$ cat src/rtl/resp_checker_sync_fifo.sv
`default_nettype none
// ============================================================================
//  Module   : sync_fifo
//  Purpose  : Single-clock FIFO holding expected vectors. Head data is shown
//             combinationally on dout so it can be compared in the pop cycle.
//  Ports    : clk, rst_n (sync, active low), clr (sync flush),
//             push/din, pop/dout, full, empty
//  Revision : 1.0  initial release
// ============================================================================
module sync_fifo #(
   parameter int WIDTH = 8,
   parameter int DEPTH = 4
) (
   input  logic             clk,
   input  logic             rst_n,
   input  logic             clr,
   input  logic             push,
   input  logic [WIDTH-1:0] din,
   input  logic             pop,
   output logic [WIDTH-1:0] dout,
   output logic             full,
   output logic             empty
);
   localparam int AW = (DEPTH > 1) ? $clog2(DEPTH) : 1;

   logic [WIDTH-1:0] mem [DEPTH];
   logic [AW-1:0]    wr_ptr;
   logic [AW-1:0]    rd_ptr;
   logic [AW:0]      count;
   logic             do_push;
   logic             do_pop;

   assign do_push = push && !full;
   assign do_pop  = pop && !empty;
   assign full    = (count == (AW+1)'(DEPTH));
   assign empty   = (count == '0);
   assign dout    = mem[rd_ptr];

   // DEPTH is a power of two, so pointers wrap naturally.
   always_ff @(posedge clk) begin
      if (!rst_n || clr) begin
         wr_ptr <= '0;
         rd_ptr <= '0;
         count  <= '0;
      end else begin
         if (do_push) wr_ptr <= wr_ptr + AW'(1);
         if (do_pop)  rd_ptr <= rd_ptr + AW'(1);
         case ({do_push, do_pop})
            2'b10:   count <= count + (AW+1)'(1);
            2'b01:   count <= count - (AW+1)'(1);
            default: count <= count;
         endcase
      end
   end

   // Storage needs no reset: occupancy alone decides what is valid.
   always_ff @(posedge clk) begin
      if (do_push) mem[wr_ptr] <= din;
   end

endmodule
`default_nettype wire

$ cat config.mk
export PLATFORM = sky130hd
export DESIGN_NAME = sync_fifo
export DESIGN_NICKNAME = d
export VERILOG_FILES = /design/src/rtl/resp_checker_sync_fifo.sv
export SDC_FILE = /design/constraint.sdc
export NUM_CORES = 1
export LEC_CHECK = 0
export CAP_MARGIN = 10
export CORE_MARGIN = 5
export CORE_UTILIZATION = 45
export DETAILED_ROUTE_END_ITERATION = 16
export PLACE_DENSITY = 0.68
export SYNTH_ARGS = -nofsm -noshare
export SYNTH_HDL_FRONTEND = slang
export SYNTH_SLANG_ARGS = --single-unit
$ cat constraint.sdc
create_clock -name clk -period 6.3 [get_ports clk]
set_clock_uncertainty 0.15 [all_clocks]
set_input_delay 1.26 -clock clk [delete_from_list [all_inputs] [get_ports clk]]
set_output_delay 1.26 -clock clk [all_outputs]
set_load 0.03 [all_outputs]
==> flow_summary_export.csv, run 1 <==
group,metric,value,unit
outcome,status,"finished clean",
sta,rsz0062_at_grt,"false",
logic_synthesis,ys_ff_latch,41,
sta,worstMarginPinSlew,0.546,ns
routing,dr_wl_met2,1270,microns
floorplanning,rows,21,
routing,via_per_inst,5.05,
routing,route.detailed.drc,0,
clocking,cts_made_buffers,5,
setup_path,ff2ff_path_depth,9,
cells_and_area,synthToLayoutAreaGrowth,20.9,%
sta,setup_viol,0,
min_path,min_path_type,"reg2reg",
logic_synthesis,synthDistinctLibCells,22,
routing,wl_met1,1130,microns
clocking,cts_resized,0,
place,dp_slack,2.80,ns
global_routing,grt_pass1_wl,4420,microns
clocking,clk_pin_slew,0.10,ns
logic_synthesis,ys_warn_count,0,
clocking,cts_tree,"done",
setup_path,worst_setup_path_end_kind,"output pin",
global_routing,antenna_found_initial,0,
routing,drt_pass1_iterations,3,
logic_synthesis,synth_top_area_cell,"edfxtp_1",
cells_and_area,fin_cells,170,
cells_and_area,drive_gt1_share,16.9,%
logic_synthesis,syn_area_per_cell,16.8,sq um
logic_synthesis,synth_seq_area_share,69.8,%
place,dp_cells,162,
logic_synthesis,syn-instance-count,97,
clocking,clock_latency,0.34,ns
pwr,p_int,0.000405,W
clocking,post_cts_buffers,0,
floorplanning,dieWidth,70.3,microns
global_routing,grt_usage,12.3,%
logic_synthesis,synth.net_count,116,
pwr,clock_power_share,31.5,%
pwr,pwr-share-comb,9.4,%
sta,layout_setup_ws,2.69,ns
routing,wirelength,2580,microns
job,maxCapViolations,0,
floorplanning,die_y,70.3,microns
routing,top_layer,"met4",
sta,max-slew-margin-rel,63.6,%
setup_path,worstSetupStartpointType,"flop",
sta,period_share,57.3,%
routing,ant_nets,0,
pwr,peakVddDrop,143,uV
pwr,swShare,20.7,%
pwr,power_density,258,nW/um^2
sta,fmax,0.277,GHz
sta,hold_violations,0,
floorplanning,io_pins,23,
setup_path,crit_type,"reg2out",
clocking,cts_max_level,2,
routing,vias,859,
floorplanning,initial_core_util,47.8,%
pwr,p_leak,0.666,nW
global_routing,grt.overflow.total,0,
routing,initialDrtViolationCount,38,
min_path,hold_path_depth,2,
global_routing,grt_pass1_vias,940,
pwr,finalPower,0.000511,W
sta,tns,0,ns
setup_path,cp_max_fo,8,
pwr,p_sw,0.000106,W
place,gp_congestion,0.777,
routing,met3_length,151,microns
setup_path,arrival,2.20,ns
logic_synthesis,synth.cell_area,1630,sq um
place,port_buffers,22,
logic_synthesis,synth_top_area_share,58.8,%
clocking,cts_buffer_depth,2,
cells_and_area,nets,142,
clocking,postCtsHoldBufs,0,
cells_and_area,antenna_cells,0,
routing,wl_per_cell,15.2,microns
clocking,clkSinkCount,41,
floorplanning,core-area,3420,sq um
pwr,seqPwrFrac,59.1,%
cells_and_area,fin_area,1980,sq um
clocking,ctsRootBufferMaster,"clkbuf_4",
floorplanning,die_area,4940,sq um
place,dp_hpwl,1820,microns
place,place_area,1900,sq um
logic_synthesis,yosys-top-cells-area,"edfxtp_1 59%, dfxtp_1 11%, mux4_2 11%",
sta,slew_violations,0,
setup_path,crit_required,4.89,ns
global_routing,grt_max_degree,14,
sta,fin_crit,3.61,ns
-- per-stage QoR --
stage | hold slack [ns] | utilization, %
4_1_cts | 0.348 | 57.8
2_1_floorplan | 0.309 | -
3_3_place_gp | 0.328 | 55.6
5_1_grt | 0.385 | 57.8
6_report | 0.349 | 57.8
3_5_place_dp | 0.332 | 55.6
-- critical path, cell delays in order (launching register included) --
cell and delay [ns]:
dfxtp_1 0.68, mux4_2 0.58, clkdlybuf4s50_1 0.61
-- synth_stat cells --
cell type and instances:
ha_1 5, or3_2 1, nor3b_2 1, dfxtp_1 9
nand2_1 1, nor3_1 1, fa_1 1, or3_1 2
mux4_2 8, a21oi_1 4, xor2_1 3, o31ai_1 2
nand2b_1 1, clkbuf_1 1, edfxtp_1 32, buf_2 1
or4_1 1, inv_1 9, buf_1 1, o21ai_0 3
nor2_1 6, and2_2 4
-- cell usage in the layout, fill, tap and decap left out, drive strengths merged --
master | Yosys | layout
mux4 | 8 | 8
nor3b | 1 | 1
bufinv | 0 | 1
o21ai | 3 | 3
clkinv | 0 | 1
nand2b | 1 | 1
fa | 1 | 1
clkbuf | 1 | 6
and2 | 4 | 4
dfxtp | 9 | 9
or4 | 1 | 1
ha | 5 | 5
nor2 | 6 | 6
o31ai | 2 | 2
xor2 | 3 | 3
nor3 | 1 | 1
inv | 9 | 9
nand2 | 1 | 1
a21oi | 4 | 4
or3 | 3 | 3
edfxtp | 32 | 32
clkdlybuf4s50 | 0 | 22
-- power by group through the flow --
stage | registers [W] | logic [W] | clock network (W)
CTS | 0.000302 | 0.0000488 | 0.000166
detailed placement | 0.000308 | 0.0000486 | 0
global route | 0.000303 | 0.0000517 | 0.000181
global placement | 0.000308 | 0.0000475 | 0
finish | 0.000302 | 0.0000481 | 0.000161
floorplan | 0.000306 | 0.0000274 | 0
-- cell families after synthesis --
family                   after synthesis  synth area share (%)
flip-flops                            41                  69.8
buffers and inverters                 12                  2.83
adder cells (fa/ha/maj)                6                  5.05
XOR/XNOR                               3                  1.61
multiplexers                           8                  11.0
AND/OR/NAND/NOR                       18                  6.58
AO/OA/AOI/OAI                          9                  3.06
-- registers in the layout, summed over array words and instances (netlist names), named ones only --
signal / flops
mem: 32
rd_ptr: 2
wr_ptr: 2
count: 3
-- final timing paths --
path              from  endpoint  slack [ns]
max reg2reg   count[2]  count[2]        3.81
max               flop   dout[0]        2.69
min          rd_ptr[1]      flop        0.35
min reg2reg  rd_ptr[1]      flop        0.35
-- routing by layer --
metal | track usage [%] | vias up
met4 | 7.66 | 0
li1 | - | 416
met5 | 0 | -
met1 | 13.5 | 414
met3 | 4.16 | 6
met2 | 20.2 | 23
-- layout make-up --
cell class                      instances  area [sq um]
Tap cell                               46          57.6
Timing Repair Buffer                   22           220
Sequential cell                        41          1140
Inverter                                9          33.8
Clock inverter                          2          35.0
Multi-Input combinational cell         44           447
Fill cell                             287          1440
Clock buffer                            6          41.3
No activity file was read; power rests on OpenSTA's default activity.
==> run 2: changes to the inputs <==
==> constraint.sdc (replaced) <==
create_clock -name clk -period 3.7 [get_ports clk]
set_clock_uncertainty 0.15 [all_clocks]
set_input_delay 0.74 -clock clk [delete_from_list [all_inputs] [get_ports clk]]
set_output_delay 0.74 -clock clk [all_outputs]
set_load 0.03 [all_outputs]
==> run 2 against run 1 <==
Global-route usage shrank 0.28 points; sequential power grew 70%; routed wire length shrank 1.5%; critical path depth is the same; clock power grew 40%; via count is the same; sequential share of layout area grew 0.41 points; hold slack lost 0.0037 ns; critical path type unchanged.
==> flow_summary_export.csv, run 2 (synthesis results as in run 1) <==
group,metric,value,unit
outcome,status,"finished clean",
sta,fin_crit,3.09,ns
clocking,cts_tree,"done",
routing,vias,859,
place,dp_hpwl,1800,microns
sta,fmax,0.323,GHz
cells_and_area,final_common_cell,"edfxtp_1",
pwr,finalPower,0.000821,W
clocking,cts_max_level,2,
clocking,postCtsHoldBufs,0,
clocking,cts_resized,0,
cells_and_area,largestRegisters,"mem x32, count x3",
routing,via_per_inst,5.05,
place,dp_slack,0.742,ns
floorplanning,io_pins,23,
global_routing,grt_pass1_vias,933,
sta,worstMarginPinSlew,0.558,ns
routing,wirelength,2550,microns
global_routing,grt_pass1_wl,4370,microns
setup_path,arrival,2.20,ns
routing,route.detailed.drc,0,
routing,drt_pass1_iterations,4,
floorplanning,die_area,4940,sq um
min_path,min_path_type,"reg2reg",
routing,wl_per_cell,15.0,microns
clocking,cts_buffer_depth,2,
clocking,clock_latency,0.34,ns
sta,rsz0062_at_grt,"false",
sta,slew_violations,0,
clocking,clk_pin_slew,0.10,ns
cells_and_area,final_cell_mix,"32 x edfxtp_1, 22 x clkdlybuf4s50_1, 9 x inv_1, 9 x dfxtp_1, 8 x mux4_2",
floorplanning,dieWidth,70.3,microns
setup_path,crit_required,2.81,ns
setup_path,cp_max_fo,8,
cells_and_area,drive_gt1_share,16.9,%
sta,max-slew-margin-rel,62.7,%
pwr,power_density,418,nW/um^2
cells_and_area,nets,142,
place,port_buffers,22,
pwr,peakVddDrop,200,uV
sta,tns,0,ns
job,maxCapViolations,0,
setup_path,crit_type,"reg2out",
cells_and_area,regMostFlops,"mem",
global_routing,antenna_found_initial,0,
cells_and_area,multi_input_area,447,sq um
floorplanning,rows,21,
setup_path,worst_setup_path_end_kind,"output pin",
clocking,post_cts_buffers,0,
cells_and_area,synthToLayoutAreaGrowth,20.1,%
global_routing,grt.overflow.total,0,
sta,period_share,83.6,%
cells_and_area,seq_area,1140,sq um
clocking,clkSinkCount,41,
setup_path,path_cells,"mux4_2 -> clkdlybuf4s50_1",
global_routing,grt_usage,12.0,%
routing,ant_nets,0,
setup_path,critPathBufInv,1,
setup_path,worstSetupStartpointType,"flop",
sta,setup_viol,0,
floorplanning,core-area,3420,sq um
setup_path,max_stage_delay,0.69,ns
floorplanning,initial_core_util,47.8,%
cells_and_area,largest_reg_flops,32,
cells_and_area,antenna_cells,0,
clocking,ctsRootBufferMaster,"clkbuf_4",
global_routing,grt_max_degree,14,
pwr,p_leak,0.656,nW
place,gp_congestion,0.777,
sta,hold_violations,0,
floorplanning,die_y,70.3,microns
routing,initialDrtViolationCount,32,
sta,layout_setup_ws,0.607,ns
cells_and_area,num-fill-cells,287,
clocking,cts_made_buffers,5,
setup_path,crit_family,"flip-flops",
setup_path,cp_slowest_cell,"dfxtp_1",
-- run 2: worst register-to-register path: stages (launching register included) --
cell and delay [ns]:
dfxtp_1 0.42, nor3b_2 0.32, nor2_1 0.16, inv_1 0.09, ha_1 0.17, inv_1 0.06, fa_1 0.38, xor2_1 0.15
or3_2 0.40, a21oi_1 0.14
-- run 2: metal layers --
metal,GRT usage [%],vias up,part of all wire (%)
li1,-,417,-
met4,6.81,0,2.3
met3,4.30,7,5.5
met1,13.4,408,42
met5,0,-,0
met2,19.6,27,50
-- run 2: cell type report --
class / instances / area share (%)
Sequential cell: 41 / 58.2
Multi-Input combinational cell: 44 / 22.8
Inverter: 9 / 1.72
Tap cell: 46 / 2.93
Clock inverter: 1 / 0.383
Timing Repair Buffer: 22 / 11.2
Clock buffer: 7 / 2.81
-- run 2: final timing paths --
| check | cells past startpoint | slack, ns | from | end |
|---|---|---|---|---|
| worst min register to register | 2 | 0.35 | rd_ptr[1] | flop |
| worst max register to register | 9 | 1.21 | count[2] | count[2] |
| worst max-delay path | 2 | 0.61 | flop | dout[0] |
| worst min-delay path | 2 | 0.35 | rd_ptr[1] | flop |
-- run 2: through the flow --
| stage | hold WS, ns | utilization (%) | cell area, sq um | std cells |
|---|---|---|---|---|
| detailed placement | 0.332 | 55.6 | 1900 | 162 |
| global placement | 0.328 | 55.6 | 1900 | 162 |
| CTS | 0.348 | 57.4 | 1960 | 170 |
| global route | 0.385 | 57.4 | 1960 | 170 |
| finish | 0.345 | 57.4 | 1960 | 170 |
| floorplan | 0.309 | - | 1630 | 97 |
-- run 2: power by group --
group	switching (W)	internal (W)
clock	0.000132	0.0000931
sequential	0.00000605	0.000508
combinational	0.0000419	0.0000398
==> run 3: changes to the inputs <==
--- a/config.mk
+++ b/config.mk
@@ -9,7 +9,7 @@
 export CORE_MARGIN = 5
 export CORE_UTILIZATION = 45
 export DETAILED_ROUTE_END_ITERATION = 16
-export PLACE_DENSITY = 0.68
+export PLACE_DENSITY = 0.7
 export SYNTH_ARGS = -nofsm -noshare
 export SYNTH_HDL_FRONTEND = slang
 export SYNTH_SLANG_ARGS = --single-unit
==> constraint.sdc (replaced) <==
create_clock -name clk -period 2.7 [get_ports clk]
set_clock_uncertainty 0.15 [all_clocks]
set_input_delay 0.54 -clock clk [delete_from_list [all_inputs] [get_ports clk]]
set_output_delay 0.54 -clock clk [all_outputs]
set_load 0.03 [all_outputs]
==> run 3 against run 2 <==
Clock power increased by 69%; sequential cell count did not move; non-clock buffer count up 2; utilization up 0.55 points; routed wire length fell by 2.1%; first-iteration DRC count rose by 31%; sequential power up 37%; clock-buffer cell count shrank 1; worst setup slack worse by 0.38 ns; register-to-register slack got worse by 0.92 ns; hold slack better by 0.0084 ns; via count increased by 0.35%; critical path type unchanged; largest cell class unchanged; highest routed layer unchanged.
==> flow_summary_export.csv, run 3 (synthesis results as in run 1) <==
group,metric,value,unit
outcome,status,"finished clean",
clocking,clock_latency,0.33,ns
place,port_buffers,22,
floorplanning,die_area,4940,sq um
pwr,power_density,602,nW/um^2
pwr,peakVddDrop,276,uV
global_routing,antenna_found_initial,0,
clocking,cts_max_level,2,
clocking,ctsRootBufferMaster,"clkbuf_4",
global_routing,grt_usage,11.8,%
cells_and_area,final_common_cell,"edfxtp_1",
setup_path,worstSetupStartpointType,"flop",
global_routing,grt_max_degree,14,
place,dp_slack,-0.0257,ns
routing,via_per_inst,5.01,
sta,rsz0062_at_grt,"false",
cells_and_area,multi_input_area,447,sq um
clocking,clkSinkCount,41,
pwr,p_leak,0.687,nW
routing,drt_pass1_iterations,4,
floorplanning,rows,21,
cells_and_area,largest_reg_flops,32,
clocking,postCtsHoldBufs,0,
cells_and_area,fin_cells,172,
sta,fmax,0.404,GHz
pwr,clock_power_share,32.0,%
cells_and_area,num-fill-cells,291,
cells_and_area,antenna_cells,0,
pwr,seqPwrFrac,58.9,%
setup_path,crit_required,2.01,ns
sta,period_share,91.6,%
global_routing,grt_pass1_wl,4370,microns
floorplanning,io_pins,23,
setup_path,cp_max_fo,5,
pwr,swShare,21.2,%
sta,layout_setup_ws,0.227,ns
setup_path,worst_setup_path_end_kind,"output pin",
cells_and_area,nets,144,
place,gp_congestion,0.742,
floorplanning,initial_core_util,47.8,%
routing,initialDrtViolationCount,42,
routing,route.detailed.drc,0,
place,dp_cells,164,
min_path,min_path_type,"reg2reg",
cells_and_area,synthToLayoutAreaGrowth,21.2,%
cells_and_area,largestRegisters,"mem x32, count x3",
sta,max-slew-margin-rel,74.5,%
sta,fin_crit,2.47,ns
job,maxCapViolations,0,
sta,tns,0,ns
routing,wirelength,2490,microns
pwr,p_sw,0.000253,W
pwr,pwr-share-comb,9.1,%
global_routing,grt_pass1_vias,961,
sta,setup_viol,0,
sta,hold_violations,0,
setup_path,crit_type,"reg2out",
cells_and_area,regMostFlops,"mem",
clocking,post_cts_buffers,0,
clocking,clk_pin_slew,0.11,ns
sta,slew_violations,0,
floorplanning,core-area,3420,sq um
sta,worstMarginPinSlew,0.382,ns
floorplanning,die_y,70.3,microns
cells_and_area,final_cell_mix,"32 x edfxtp_1, 14 x clkdlybuf4s50_1, 9 x inv_1, 9 x dfxtp_1",
clocking,cts_resized,8,
clocking,cts_buffer_depth,2,
routing,ant_nets,0,
floorplanning,dieWidth,70.3,microns
cells_and_area,drive_gt1_share,18.3,%
clocking,cts_made_buffers,5,
setup_path,arrival,1.78,ns
pwr,p_int,0.000940,W
cells_and_area,seq_area,1140,sq um
routing,wl_per_cell,14.5,microns
clocking,cts_tree,"done",
routing,vias,862,
place,dp_hpwl,1780,microns
global_routing,grt.overflow.total,0,
run 3: worst paths after layout:
path	startpoint	to	slack [ns]	depth (start not counted)
setup reg to reg	count[2]	count[2]	0.29	9
hold / removal	rd_ptr[1]	rd_ptr[1]	0.35	2
setup / recovery	count[2]	full	0.23	2
hold reg to reg	rd_ptr[1]	rd_ptr[1]	0.35	2
run 3: through the flow:
| stage | hold WS [ns] | utilization, % | instance area, sq um | total power (W) |
|---|---|---|---|---|
| after floorplan | 0.309 | - | 1630 | 0.000779 |
| after global placement | 0.322 | 56.0 | 1910 | 0.000830 |
| after detailed placement | 0.341 | 56.0 | 1910 | 0.000833 |
| after CTS | 0.359 | 58.0 | 1980 | 0.00120 |
| after global routing | 0.409 | 58.0 | 1980 | 0.00124 |
| final | 0.354 | 58.0 | 1980 | 0.00119 |
run 3: critical path: stages, from the launching register on:
cell and delay [ns]:
dfxtp_1 0.41, nor3b_2 0.30, clkdlybuf4s50_1 0.73
run 3: power by group through the flow:
| stage | sequential [W] | clock (W) | combinational, W |
|---|---|---|---|
| finish | 0.000702 | 0.000381 | 0.000109 |
| global route | 0.000704 | 0.000421 | 0.000119 |
| CTS | 0.000702 | 0.000392 | 0.000110 |
| detailed placement | 0.000717 | 0 | 0.000117 |
| global placement | 0.000716 | 0 | 0.000114 |
| floorplan | 0.000715 | 0 | 0.0000639 |
run 3: per-layer routing:
metal / vias up / part of all wire [%] / global-route usage [%]
met2: 30 / 47 / 18.9
met1: 409 / 46 / 14.3
met5: - / 0 / 0
met3: 6 / 5.3 / 4.88
li1: 417 / - / -
met4: 0 / 1.7 / 4.26
run 3: area by class of cell:
cell class | instances | share of cell area [%]
Clock inverter | 2 | 1.77
Inverter | 9 | 1.71
Multi-Input combinational cell | 44 | 22.6
Clock buffer | 6 | 2.08
Timing Repair Buffer | 24 | 11.4
Tap cell | 46 | 2.91
Sequential cell | 41 | 57.6
==> patch (settings of run 3) <==
`DEPTH`: 4 -> 2.
--- a/src/rtl/resp_checker_sync_fifo.sv
+++ b/src/rtl/resp_checker_sync_fifo.sv
@@ -9,7 +9,7 @@
 // ============================================================================
 module sync_fifo #(
    parameter int WIDTH = 8,
-   parameter int DEPTH = 4
+   parameter int DEPTH = 2
 ) (
    input  logic             clk,
    input  logic             rst_n,
Formal check against the unedited RTL: not equivalent (Yosys sat finds a counterexample within 4 cycles, from zero or initial values).
==> patch against run 3 <==
Final area is 45% lower; synthesized area down 51%; total power is 50% lower; register-to-register slack improved by 0.71 ns; sequential cell count is 20 lower; synthesized cell count fell by 46%; clock power fell by 63%; final cell count down 41%; routed wire length down 50%; global-route usage decreased by 1.5 points; setup slack lost 0.041 ns; combinational power is 16% lower; critical endpoint is now dout[5]; largest cell class unchanged.
==> patch: results (changes against run 3) <==
[outcome]
status=completed

[timing]
hold_slack_ns=0.3578  ; +0.004077 ns

[final_layout]
inv_count=3  ; -6
multiInputGateArea_um2=209.0  ; -53%
nFlopsAndLatches=21  ; -49%
reg_top3=mem: 16 flops, count: 2 flops
nNetsFinal=92  ; -36%
fillCellCount=123  ; -58%
multi_input_cells=27  ; -39%
seqCellArea_um2=580.6  ; -49%
multi_input_area_share_pct=19.35  ; -3.2 points
bufAreaShareNonClock_pct=20.39  ; +9.0 points
instances_no_fill=102  ; -41%
clkCellAreaFrac_pct=2.549  ; -1.3 points

[worst_setup_path]
r2r_start=count[0]$_SDFFE_PP0P_
crit_fanout=8  ; +3
rr_endpoint=mem[0][6]$_DFFE_PP_
cpPeakStageDelay_ns=0.59  ; -0.14 ns
regToRegSetupSlack_ns=1.00  ; +0.71 ns
cp.arrival_ns=1.82  ; +0.04 ns

[clock_network]
ctsHtreeMaxLevel=1  ; -1
clkLatencyLatePin_ns=0.29  ; -0.04 ns
cts_buffers=3  ; -2

[grt]
grtUsageMet2_pct=15.91  ; -3.0 points
grt_pass1_wl_um=2090  ; -52%
grt_max_degree=13  ; -1
grt_use_met1_pct=13.39  ; -0.86 points
grt_use_met3_pct=3.989  ; -0.89 points

[synthesis]
synth.area.top_cells=edfxtp_1, dfxtp_1, mux2_2, xnor2_1, nor2_1
synth-edff-count=16  ; -50%
postSynthNetCount=66  ; -43%
synth_common_cells=edfxtp_1, mux2_2, dfxtp_1
syn_area_per_cell_um2=15.47  ; -8.2%
seq_area_frac_synth_pct=72.16  ; +2.3 points

[route]
routed_via_density=4.618  ; -7.9%
routed.top_layer=met3
wl_per_cell_um=12.16  ; -16%
wl_met3_um=88  ; -34%
drtIter0Drc=4  ; -90%
wl_met1_um=563  ; -50%

[place]
place.gp.congestion=0.6192  ; -17%
dp_slack_ns=0.4915  ; +0.5173 ns
hpwl_um=927.1  ; -48%

[power_and_ir_drop]
total_leakage_power_uw=0.0003863  ; -44%

## patch: how the worst max path moves through the flow
stage               from       to  slack (ns)  cells after the start
floorplan           flop  dout[0]        1.00                      2
global placement    flop  dout[5]        0.51                      2
detailed placement  flop  dout[5]        0.49                      2
CTS                 flop  dout[5]        0.16                      2
global route        flop  dout[5]        0.09                      2
finish              flop  dout[5]        0.19                      2
## patch: where the power goes
part | leakage [uW] | switching, uW | internal, uW
Clock | 0.0000177 | 84.8 | 54.9
Combinational | 0.000178 | 44.1 | 47.3
Sequential | 0.000191 | 5.81 | 362
## patch: kinds of logic (layout without fill, tap and decap cells)
group	count (synthesis)	after routing
DFF	21	21
muxes	8	8
and+or+nand+nor	10	10
AOI/OAI and AO/OA	5	5
adders and majority gates	1	1
buffers and inverters	4	29
xor gates and xnor gates	3	3
## patch: tightest hold or removal path, cell delays in order, from the launching register on
cell and delay [ns]:
dfxtp_1 0.33, o21ai_0 0.07, a21oi_1 0.07
